--- config.mk ---
export PLATFORM = sky130hd
export DESIGN_NAME = ps2_host_tx_flat
export DESIGN_NICKNAME = d
export VERILOG_FILES = /design/src/rtl/ps2_host_tx_if.sv /design/src/rtl/ps2_host_tx.sv /design/src/flat_wrapper.sv
export SDC_FILE = /design/constraint.sdc
export NUM_CORES = 1
export LEC_CHECK = 0
export ABC_AREA = 1
export CORE_AREA = 2 2 85 87
export CTS_CLUSTER_SIZE = 8
export DETAILED_ROUTE_END_ITERATION = 8
export DIE_AREA = 0 0 87 89
export HOLD_SLACK_MARGIN = 0.06
export PLACE_DENSITY = 0.71
export SYNTH_ARGS = -nofsm -noshare
export SYNTH_HDL_FRONTEND = slang
export SYNTH_SLANG_ARGS = --single-unit
--- constraint.sdc ---
create_clock -name clock -period 3.8 [get_ports clock]
set_input_delay 0.76 -clock clock [delete_from_list [all_inputs] [get_ports clock]]
set_output_delay 0.76 -clock clock [all_outputs]
set_load 0.01 [all_outputs]
--- src/rtl/ps2_host_tx_if.sv ---
// ---------------------------------------------------------------------------
// ps2_host_tx_if
// Command/status bundle between a requester and the PS/2 host transmitter.
//   tx_data       [7:0] command byte to send to the keyboard
//   tx_valid            request; accepted together with tx_ready
//   tx_ready            transmitter idle and able to accept a byte
//   busy                transfer in progress (receive side must ignore bus)
//   done                one-cycle pulse: byte sent and ACKed
//   ack_error           one-cycle pulse: device did not ACK
//   timeout_error       one-cycle pulse: transfer did not finish in time
// master = requester, slave = ps2_host_tx.
// ---------------------------------------------------------------------------
interface ps2_host_tx_if;
    logic [7:0] tx_data;
    logic       tx_valid;
    logic       tx_ready;
    logic       busy;
    logic       done;
    logic       ack_error;
    logic       timeout_error;

    modport master (
        output tx_data, tx_valid,
        input  tx_ready, busy, done, ack_error, timeout_error
    );

    modport slave (
        input  tx_data, tx_valid,
        output tx_ready, busy, done, ack_error, timeout_error
    );
endinterface

--- src/rtl/ps2_host_tx.sv ---
// ---------------------------------------------------------------------------
// ps2_host_tx
// PS/2 host-to-device transmitter: inhibits the bus, issues request-to-send,
// shifts out 8 data bits LSB first + odd parity + stop on device clock
// falling edges, then checks the device ACK.
//   clock          system clock
//   reset          asynchronous, active-low
//   bus            ps2_host_tx_if.slave (tx_data/tx_valid/tx_ready, status)
//   ps2_clk_in     raw PS/2 clock line (asynchronous)
//   ps2_data_in    raw PS/2 data line (asynchronous)
//   ps2_clk_oe     1 = pull PS/2 clock low
//   ps2_data_oe    1 = pull PS/2 data low
// Parameters: INHIBIT_CYCLES (clock hold-low time), TIMEOUT_CYCLES (limit
// from request-to-send to end of transfer).
// Optional macro PS2_HOST_TX_RETRY_EN: the first ACK or timeout failure of a
// byte silently restarts from the inhibit phase; the second one is reported.
// ---------------------------------------------------------------------------
module ps2_host_tx #(
    parameter int unsigned INHIBIT_CYCLES = 10000,
    parameter int unsigned TIMEOUT_CYCLES = 2000000
) (
    input  logic         clock,
    input  logic         reset,
    ps2_host_tx_if.slave bus,
    input  logic         ps2_clk_in,
    input  logic         ps2_data_in,
    output logic         ps2_clk_oe,
    output logic         ps2_data_oe
);
    localparam int unsigned IW = (INHIBIT_CYCLES > 1) ? $clog2(INHIBIT_CYCLES) : 1;
    localparam int unsigned TW = (TIMEOUT_CYCLES > 1) ? $clog2(TIMEOUT_CYCLES) : 1;
    localparam logic [IW-1:0] ILAST = IW'(INHIBIT_CYCLES - 1);
    localparam logic [TW-1:0] TLAST = TW'(TIMEOUT_CYCLES - 1);
    // Data-line pull is asserted in the last inhibit cycle; with a one-cycle
    // inhibit that cycle is the first one.
    localparam logic INH_DATA0 = (INHIBIT_CYCLES == 1);

    localparam logic [2:0] S_IDLE    = 3'd0;
    localparam logic [2:0] S_INHIBIT = 3'd1;
    localparam logic [2:0] S_RTS     = 3'd2;
    localparam logic [2:0] S_SEND    = 3'd3;
    localparam logic [2:0] S_ACK     = 3'd4;
    localparam logic [2:0] S_RELEASE = 3'd5;

    logic [2:0]    state, state_d;
    logic [IW-1:0] icnt, icnt_d;
    logic [TW-1:0] tcnt, tcnt_d;
    logic [3:0]    bcnt, bcnt_d;
    logic [7:0]    byte_q, byte_d;
    logic          par_q, par_d;
    logic          clk_oe_d, data_oe_d;
    logic          done_d, ack_err_d, to_err_d;
    logic          fail, fail_to;
    logic          clk_s1, clk_s2, clk_s3, data_s1, data_s2;
    logic          fall;
    logic [9:0]    frame;
`ifdef PS2_HOST_TX_RETRY_EN
    logic          retried, retried_d;
`endif

    assign fall  = clk_s3 & ~clk_s2;
    assign frame = {1'b1, par_q, byte_q};

    always_comb begin
        state_d   = state;
        icnt_d    = icnt;
        tcnt_d    = tcnt;
        bcnt_d    = bcnt;
        byte_d    = byte_q;
        par_d     = par_q;
        clk_oe_d  = ps2_clk_oe;
        data_oe_d = ps2_data_oe;
        done_d    = 1'b0;
        ack_err_d = 1'b0;
        to_err_d  = 1'b0;
        fail      = 1'b0;
        fail_to   = 1'b0;
`ifdef PS2_HOST_TX_RETRY_EN
        retried_d = retried;
`endif
        case (state)
            S_IDLE: begin
                clk_oe_d  = 1'b0;
                data_oe_d = 1'b0;
                if (bus.tx_valid && bus.tx_ready) begin
                    byte_d    = bus.tx_data;
                    par_d     = ~^bus.tx_data;
                    state_d   = S_INHIBIT;
                    icnt_d    = '0;
                    clk_oe_d  = 1'b1;
                    data_oe_d = INH_DATA0;
`ifdef PS2_HOST_TX_RETRY_EN
                    retried_d = 1'b0;
`endif
                end
            end
            S_INHIBIT: begin
                if (icnt == ILAST) begin
                    state_d   = S_RTS;
                    clk_oe_d  = 1'b0;
                    data_oe_d = 1'b1;
                    tcnt_d    = '0;
                end else begin
                    icnt_d    = icnt + 1'b1;
                    data_oe_d = (icnt_d == ILAST);
                end
            end
            S_RTS: begin
                state_d = S_SEND;
                bcnt_d  = '0;
            end
            S_SEND: begin
                if (fall) begin
                    data_oe_d = ~frame[bcnt];
                    if (bcnt == 4'd9) state_d = S_ACK;
                    else              bcnt_d  = bcnt + 1'b1;
                end
            end
            S_ACK: begin
                if (fall) begin
                    if (!data_s2) state_d = S_RELEASE;
                    else          fail    = 1'b1;
                end
            end
            S_RELEASE: begin
                if (clk_s2 && data_s2) begin
                    done_d  = 1'b1;
                    state_d = S_IDLE;
                end
            end
            default: begin
                state_d   = S_IDLE;
                clk_oe_d  = 1'b0;
                data_oe_d = 1'b0;
            end
        endcase

        // Timeout is evaluated after the state actions so it wins over any
        // edge or release event seen in the same cycle.
        if (state == S_RTS || state == S_SEND || state == S_ACK || state == S_RELEASE) begin
            if (tcnt == TLAST) begin
                fail    = 1'b1;
                fail_to = 1'b1;
            end else begin
                tcnt_d = tcnt + 1'b1;
            end
        end

        if (fail) begin
            done_d    = 1'b0;
            state_d   = S_IDLE;
            clk_oe_d  = 1'b0;
            data_oe_d = 1'b0;
`ifdef PS2_HOST_TX_RETRY_EN
            if (!retried) begin
                retried_d = 1'b1;
                state_d   = S_INHIBIT;
                icnt_d    = '0;
                clk_oe_d  = 1'b1;
                data_oe_d = INH_DATA0;
            end else begin
                to_err_d  = fail_to;
                ack_err_d = ~fail_to;
            end
`else
            to_err_d  = fail_to;
            ack_err_d = ~fail_to;
`endif
        end
    end

    always_ff @(posedge clock or negedge reset) begin
        if (!reset) begin
            state             <= S_IDLE;
            icnt              <= '0;
            tcnt              <= '0;
            bcnt              <= '0;
            byte_q            <= '0;
            par_q             <= 1'b0;
            ps2_clk_oe        <= 1'b0;
            ps2_data_oe       <= 1'b0;
            bus.tx_ready      <= 1'b1;
            bus.busy          <= 1'b0;
            bus.done          <= 1'b0;
            bus.ack_error     <= 1'b0;
            bus.timeout_error <= 1'b0;
            clk_s1            <= 1'b1;
            clk_s2            <= 1'b1;
            clk_s3            <= 1'b1;
            data_s1           <= 1'b1;
            data_s2           <= 1'b1;
`ifdef PS2_HOST_TX_RETRY_EN
            retried           <= 1'b0;
`endif
        end else begin
            state             <= state_d;
            icnt              <= icnt_d;
            tcnt              <= tcnt_d;
            bcnt              <= bcnt_d;
            byte_q            <= byte_d;
            par_q             <= par_d;
            ps2_clk_oe        <= clk_oe_d;
            ps2_data_oe       <= data_oe_d;
            bus.tx_ready      <= (state_d == S_IDLE);
            bus.busy          <= (state_d != S_IDLE);
            bus.done          <= done_d;
            bus.ack_error     <= ack_err_d;
            bus.timeout_error <= to_err_d;
            clk_s1            <= ps2_clk_in;
            clk_s2            <= clk_s1;
            clk_s3            <= clk_s2;
            data_s1           <= ps2_data_in;
            data_s2           <= data_s1;
`ifdef PS2_HOST_TX_RETRY_EN
            retried           <= retried_d;
`endif
        end
    end
endmodule

--- src/flat_wrapper.sv ---
// flat-port wrapper written by rule: the top's interface ports become plain ports
module ps2_host_tx_flat 
#(
    parameter int unsigned INHIBIT_CYCLES = 10000,
    parameter int unsigned TIMEOUT_CYCLES = 2000000
)
  (clock, reset, ps2_clk_in, ps2_data_in, ps2_clk_oe, ps2_data_oe, bus_tx_data, bus_tx_valid, bus_tx_ready, bus_busy, bus_done, bus_ack_error, bus_timeout_error);
  ps2_host_tx_if bus_i ();
  input  logic clock;
  input  logic reset;
  input  logic ps2_clk_in;
  input  logic ps2_data_in;
  output logic ps2_clk_oe;
  output logic ps2_data_oe;
  input wire logic [$bits(bus_i.tx_data)-1:0] bus_tx_data;
  input wire logic [$bits(bus_i.tx_valid)-1:0] bus_tx_valid;
  output wire logic [$bits(bus_i.tx_ready)-1:0] bus_tx_ready;
  output wire logic [$bits(bus_i.busy)-1:0] bus_busy;
  output wire logic [$bits(bus_i.done)-1:0] bus_done;
  output wire logic [$bits(bus_i.ack_error)-1:0] bus_ack_error;
  output wire logic [$bits(bus_i.timeout_error)-1:0] bus_timeout_error;
  assign bus_i.tx_data = bus_tx_data;
  assign bus_i.tx_valid = bus_tx_valid;
  assign bus_tx_ready = bus_i.tx_ready;
  assign bus_busy = bus_i.busy;
  assign bus_done = bus_i.done;
  assign bus_ack_error = bus_i.ack_error;
  assign bus_timeout_error = bus_i.timeout_error;
  ps2_host_tx #(.INHIBIT_CYCLES(INHIBIT_CYCLES), .TIMEOUT_CYCLES(TIMEOUT_CYCLES)) u_core (.clock(clock), .reset(reset), .bus(bus_i), .ps2_clk_in(ps2_clk_in), .ps2_data_in(ps2_data_in), .ps2_clk_oe(ps2_clk_oe), .ps2_data_oe(ps2_data_oe));
endmodule
-- Yosys cells after proc, flatten, opt, wreduce, memory -nomap -nowiden
Index checks and enable logic that the tools add are counted.
- equal/unequal tests: 17
- mux-type cells: 41
- add/sub/neg operators: 3
- bitwise gates (word level): 4
- magnitude comparators: 1
- reductions and logical operators: 18
- operators with widths (cell ; number):
    21-bit 2-to-1 mux ; 4
    14-bit == test (second input constant) ; 2
    14-bit 2-to-1 mux ; 2
    14-bit case mux with 2 select lines ; 1
    3-bit 2-to-1 mux ; 8
    21-bit by 1-bit adder with 21-bit output (second input constant) ; 1
    21-bit == test (second input constant) ; 1
    1-bit 2-to-1 mux ; 19
    3-bit case mux with 6 select lines ; 1
    14-bit by 1-bit adder with 14-bit output (second input constant) ; 1
    4-bit 2-to-1 mux ; 2
    2-bit by 1-bit != test with 1-bit output (second input constant) ; 4
    4-bit case mux with 2 select lines ; 1
    8-bit XNOR reduction ; 1
    3-bit by 2-bit == test with 1-bit output (second input constant) ; 2
    3-bit == test (second input constant) ; 2
    3-bit zero test ; 2
    3-bit by 1-bit != test with 1-bit output (second input constant) ; 2
    1-bit case mux with 3 select lines ; 2
    2-bit AND reduction ; 3
    3-bit AND reduction ; 2
    4-bit by 5-bit less-than comparator with 1-bit output (second input constant) ; 1
    4-bit by 1-bit adder with 4-bit output (second input constant) ; 1
    1-bit binary-select mux with 4-bit select ; 1
    11 further kinds ; 18
- input port bits: 13
- output and inout port bits: 7
- register bits: 63
- word-level logic and storage cells: 102

-- Logic depth before layout (Yosys ltp)
- depth after elaboration: 8
- gate-level depth with buffers: 13
- mapped depth without buffers: 13

-- Worst setup path after synthesis
OpenSTA, ideal clock, no wires.
- path type: reg2reg
- from: register u_core.tcnt[0]
- to: register u_core.bus.busy
- required time: 3.685 ns
- setup time: 0.115 ns
- path buffers: 0
- data arrival time: 1.535 ns
- slack: 2.150 ns
- stages on the path, launching flop included: 9
- period minus slack after synthesis: 1.650 ns
- cell sequence: dfrtp_1 > ha_1 > nand3_1 > nor3_4 > nand4_4 > o21ai_4 > a31oi_1 > nor2_2 > inv_2
- cells in the longest elaborated chain, start to end: 5
- RTL lines (element ; RTL line ; RTL):
    start, declared ; ps2_host_tx.sv:47 ; logic [TW-1:0] tcnt, tcnt_d;
    start signal, assigned ; ps2_host_tx.sv:198 ; tcnt <= tcnt_d;
    21-bit == test ; ps2_host_tx.sv:141 ; if (tcnt == TLAST) begin
    1-bit 2-to-1 mux ; ps2_host_tx.sv:141 ;
    1-bit 2-to-1 mux ; ps2_host_tx.sv:140 ; if (state == S_RTS || state == S_SEND || state == S_ACK || state == S_RELEASE) begin
    3-bit 2-to-1 mux ; ps2_host_tx.sv:149 ; if (fail) begin
    3-bit nonzero test ; ps2_host_tx.sv:205 ; bus.busy <= (state_d != S_IDLE);
    end signal, assigned ; ps2_host_tx.sv:205 ;
    end, declared ; ps2_host_tx_if.sv:29 ; output tx_ready, busy, done, ack_error, timeout_error
Every way passes these cells.
A chain may end at the register's enable or synchronous reset.

-- Worst setup path in the final report
- from: register u_core.bus.tx_ready
- to: output bus_tx_ready
- RTL lines (element ; RTL line ; RTL):
    start, declared ; ps2_host_tx_if.sv:29 ;
    start signal, assigned ; ps2_host_tx.sv:204 ; bus.tx_ready <= (state_d == S_IDLE);
    end, declared ; flat_wrapper.sv:17 ; output wire logic [$bits(bus_i.tx_ready)-1:0] bus_tx_ready;
No word-level cell between the ends.

==> summary.log <==
[run_status] run status complete, no violations
[placed_design] number of buffer cells added on primary ports 19
[sta] max-slew headroom at the worst pin 0.535
[synth] cell with the most instances after synthesis sky130_fd_sc_hd__nand2_1
[sta] Peak Freq 0.463 GHz
[drt] 1st-pass router iterations 5
[finish] layout cell share with drive strength beyond 1 0.0936
[synth] Post-synth EDFFs 0
[worst_setup_path] kind of cell with the highest combined delay on the critical path flip-flops
[sta] final-report hold violation count 0
[sta] final setup skew 0.00758 ns
[synth] Yosys cell types 45
[global_routing] met2 routing resource usage after global routing 0.366
[worst_setup_path] ordered list of cells on the worst path clkdlybuf4s50_1
[sta] setup violators final 0
[placed_design] Post-Place Setup Slack 1.33 ns
[synth] leading post-synthesis cells by cell area sky130_fd_sc_hd__dfrtp_1 40%, sky130_fd_sc_hd__nand2_1 11%, sky130_fd_sc_hd__inv_1 7.0%
[floorplanning] number of core rows 30
[finish] number of nets in the layout 494
[drt] DRC violations left 0
[clock_tree] CTS tree built
[global_routing] met3 Use GR 0.0360
[synth] register area share after synthesis 0.449
[floorplanning] vertical die dimension 89 µm
[clock_tree] clock root buffer sky130_fd_sc_hd__clkbuf_8
[worst_setup_path] crit-path max FO 2
[sta] worst-margin pin slew 0.698 ns
[clock_tree] count of H-tree levels built during CTS 3
[floorplanning] number of placed I/O pins 20
[global_routing] wire length of the first global-routing pass 13.4 mm
[synth] post-synth top area share 0.404
[power_and_ir_drop] Net Sw Power 276 µW
[worst_hold_path] path type of the worst min-delay path reg2reg
[power_and_ir_drop] logic gate share of total power 0.030
[power_and_ir_drop] worst vdd rail ir drop 0.306 mV
[power_and_ir_drop] leakage power 1.85 nW
[floorplanning] Die Area 7740 µm²
[synth] Post-Synthesis Cells 452
[synth] synthesized area per cell 7.80 µm²
[global_routing] most congested layer reported by global routing met2
[drt] final antenna-violating net count 0
[sta] Post-Route Setup TNS 0 ns
[global_routing] largest net degree at the start of global routing 33
[drt] wirelength, routed 7.60 mm
[synth] cell types with the highest counts after synthesis 105 x sky130_fd_sc_hd__nand2_1, 66 x sky130_fd_sc_hd__inv_1, 57 x sky130_fd_sc_hd__dfrtp_1
[worst_setup_path] kind of start point of the critical path flip-flop
[finish] final design area excluding fillers 4010 µm²
[synth] number of nets produced by synthesis 470
[global_routing] number of antenna violations at the first check in global routing 0
[synth] leading register cell type out of synthesis sky130_fd_sc_hd__dfrtp_1
[global_routing] GRT Util Overall 0.223
[clock_tree] buffer count from post-CTS setup fixing 0
[run] count of maximum capacitance violations 0
[worst_setup_path] data arrival time of the critical path 1.40 ns
[placed_design] cell area after placement 3780 µm²
[sta] RSZ-0062 raised after global routing no
[finish] number of antenna cells inserted 0
[clock_tree] TritonCTS Sinks 63
[power_and_ir_drop] areal power density over the cells 343 nW/µm²
[worst_setup_path] kind of critical path reg2out
[drt] number of vias after detailed routing 3038
[drt] routed via count divided by cell count 5.42
[floorplanning] width of the chip 87 µm
[placed_design] detailed placer's ending HPWL 5.54 mm
[worst_setup_path] CP max stage delay 0.53 ns
[sta] final cycle utilization of the critical path 0.569
[drt] mean routed wirelength per cell 13.6 µm
[synth] cell type with the highest aggregate area in the netlist sky130_fd_sc_hd__dfrtp_1
[worst_setup_path] Slowest-stage cell, CP sky130_fd_sc_hd__dfstp_2
[floorplanning] area of the core 6720 µm²
[synth] Synth Cell Area 3530 µm²
[clock_tree] clock transition time at the flip-flop clock pins of the worst setup and hold paths 0.07 ns
[sta] max-slew violation total from the final report 0
[floorplanning] Initial Utilization 0.525
[power_and_ir_drop] fraction of power spent switching nets 0.201
[clock_tree] number of cells upsized or downsized after cts 0
[sta] fin crit period 2.16 ns
[global_routing] number of global-route vias before repair 2975
[synth] Synth warnings 0
[worst_setup_path] buffers plus inverters on the worst setup path 1
[finish] area delta synth->final 13.6%
[power_and_ir_drop] portion of total power attributed to sequential cells 0.492
[synth] proportion of register bits with asynchronous set or reset after synthesis 1.00
[global_routing] met1 demand-to-capacity share in global routing 0.291
[worst_setup_path] endpoint type of the worst setup path primary output
[power_and_ir_drop] Internal Dissipation 1.10 mW
[global_routing] GRT Residual Overflow 0
[worst_setup_path] data required time at the worst endpoint 3.04 ns
[clock_tree] number of buffers added to fix hold violations after cts 0
[synth] number of flip-flops and latches in the synthesized netlist 63
[placed_design] gp weighted congestion 0.874
[clock_tree] buffer levels on the longest clock path 2
[power_and_ir_drop] clock network power share 0.478
[sta] setup ws final 1.64 ns
[clock_tree] latest clock arrival within the worst-skew pair 0.34 ns
[drt] 1st-iter DRT viols 139
[clock_tree] number of buffers created by CTS 9
## layer usage
| metal | vias to the layer above | part of all wire |
|---|---|---|
| met2 | 67 | 0.47 |
| li1 | 1525 | - |
| met1 | 1438 | 0.48 |
| met3 | 8 | 0.041 |
| met5 | - | 0 |
| met4 | 0 | 0.013 |
## sequential cells by signal, indices dropped and copies added, names as in the netlist, 3 cells and up
name / count
u_core.tcnt: 21
u_core.icnt: 14
u_core.byte_q: 8
u_core.bcnt: 4
u_core.state: 3
## cell usage in the layout, fill, tap and decap left out, types with 2 or more instances in the layout
master,instances
sky130_fd_sc_hd__a211oi_1,2
sky130_fd_sc_hd__a21oi_1,19
sky130_fd_sc_hd__bufinv_16,2
sky130_fd_sc_hd__clkbuf_1,2
sky130_fd_sc_hd__clkbuf_8,11
sky130_fd_sc_hd__clkdlybuf4s50_1,18
sky130_fd_sc_hd__clkinv_2,2
sky130_fd_sc_hd__dfrtp_1,57
sky130_fd_sc_hd__dfstp_2,6
sky130_fd_sc_hd__ha_1,5
sky130_fd_sc_hd__inv_1,66
sky130_fd_sc_hd__inv_2,3
sky130_fd_sc_hd__nand2_1,105
sky130_fd_sc_hd__nand3_1,37
sky130_fd_sc_hd__nand4_1,14
sky130_fd_sc_hd__nor2_1,35
sky130_fd_sc_hd__nor2_2,6
sky130_fd_sc_hd__nor2_4,2
sky130_fd_sc_hd__nor3_1,11
sky130_fd_sc_hd__nor3_2,2
sky130_fd_sc_hd__o211ai_1,4
sky130_fd_sc_hd__o21ai_0,30
sky130_fd_sc_hd__o21ai_1,2
sky130_fd_sc_hd__o22ai_1,7
sky130_fd_sc_hd__xnor2_1,6
sky130_fd_sc_hd__xor2_1,5
## cells by family after synthesis
logic type / count (synthesis) / synth area share
AOI/OAI and AO/OA: 73 / 0.123
xor gates and xnor gates: 11 / 0.0273
adders and majority gates: 5 / 0.0177
buffers and inverters: 77 / 0.0855
DFF: 63 / 0.449
and+or+nand+nor: 223 / 0.297
## worst paths after layout
check / from / to / slack, ns / cells past startpoint
max: u_core.bus.tx_ready / bus_tx_ready / 1.64 / 1
min: u_core.clk_s1 / u_core.clk_s2 / 0.36 / 0
max reg2reg: u_core.icnt[1] / u_core.bus.busy / 1.69 / 10
min reg2reg: u_core.clk_s1 / u_core.clk_s2 / 0.36 / 0
max in group asynchronous: reset / u_core.clk_s2 / 2.43 / 2
min in group asynchronous: reset / u_core.icnt[7] / 0.46 / 1
## stage by stage
stage	hold WS [ns]	util	cells	power, mW
after floorplan	0.345	-	452	0.702
after global placement	0.346	0.563	545	0.731
final	0.359	0.596	561	1.38
after detailed placement	0.351	0.563	545	0.732
after global routing	0.364	0.596	561	1.43
after CTS	0.360	0.596	561	1.39
## power groups by stage
| stage | logic (mW) | registers, mW | clock network (mW) |
|---|---|---|---|
| after global routing | 0.0466 | 0.677 | 0.703 |
| final | 0.0413 | 0.677 | 0.657 |
| after global placement | 0.0417 | 0.689 | 0 |
| after CTS | 0.0429 | 0.677 | 0.672 |
| after floorplan | 0.0131 | 0.689 | 0 |
| after detailed placement | 0.0429 | 0.689 | 0 |
## layout make-up
class                   count  area [µm²]
clock inverters             3        65.1
multi-input cells         312        1640
well taps                  80         100
clock buffers              13         159
repair buffers             20         193
flip-flops and latches     63        1580
inverters                  70         264
fillers                   607        2710
(Power assumes the default switching activity.)
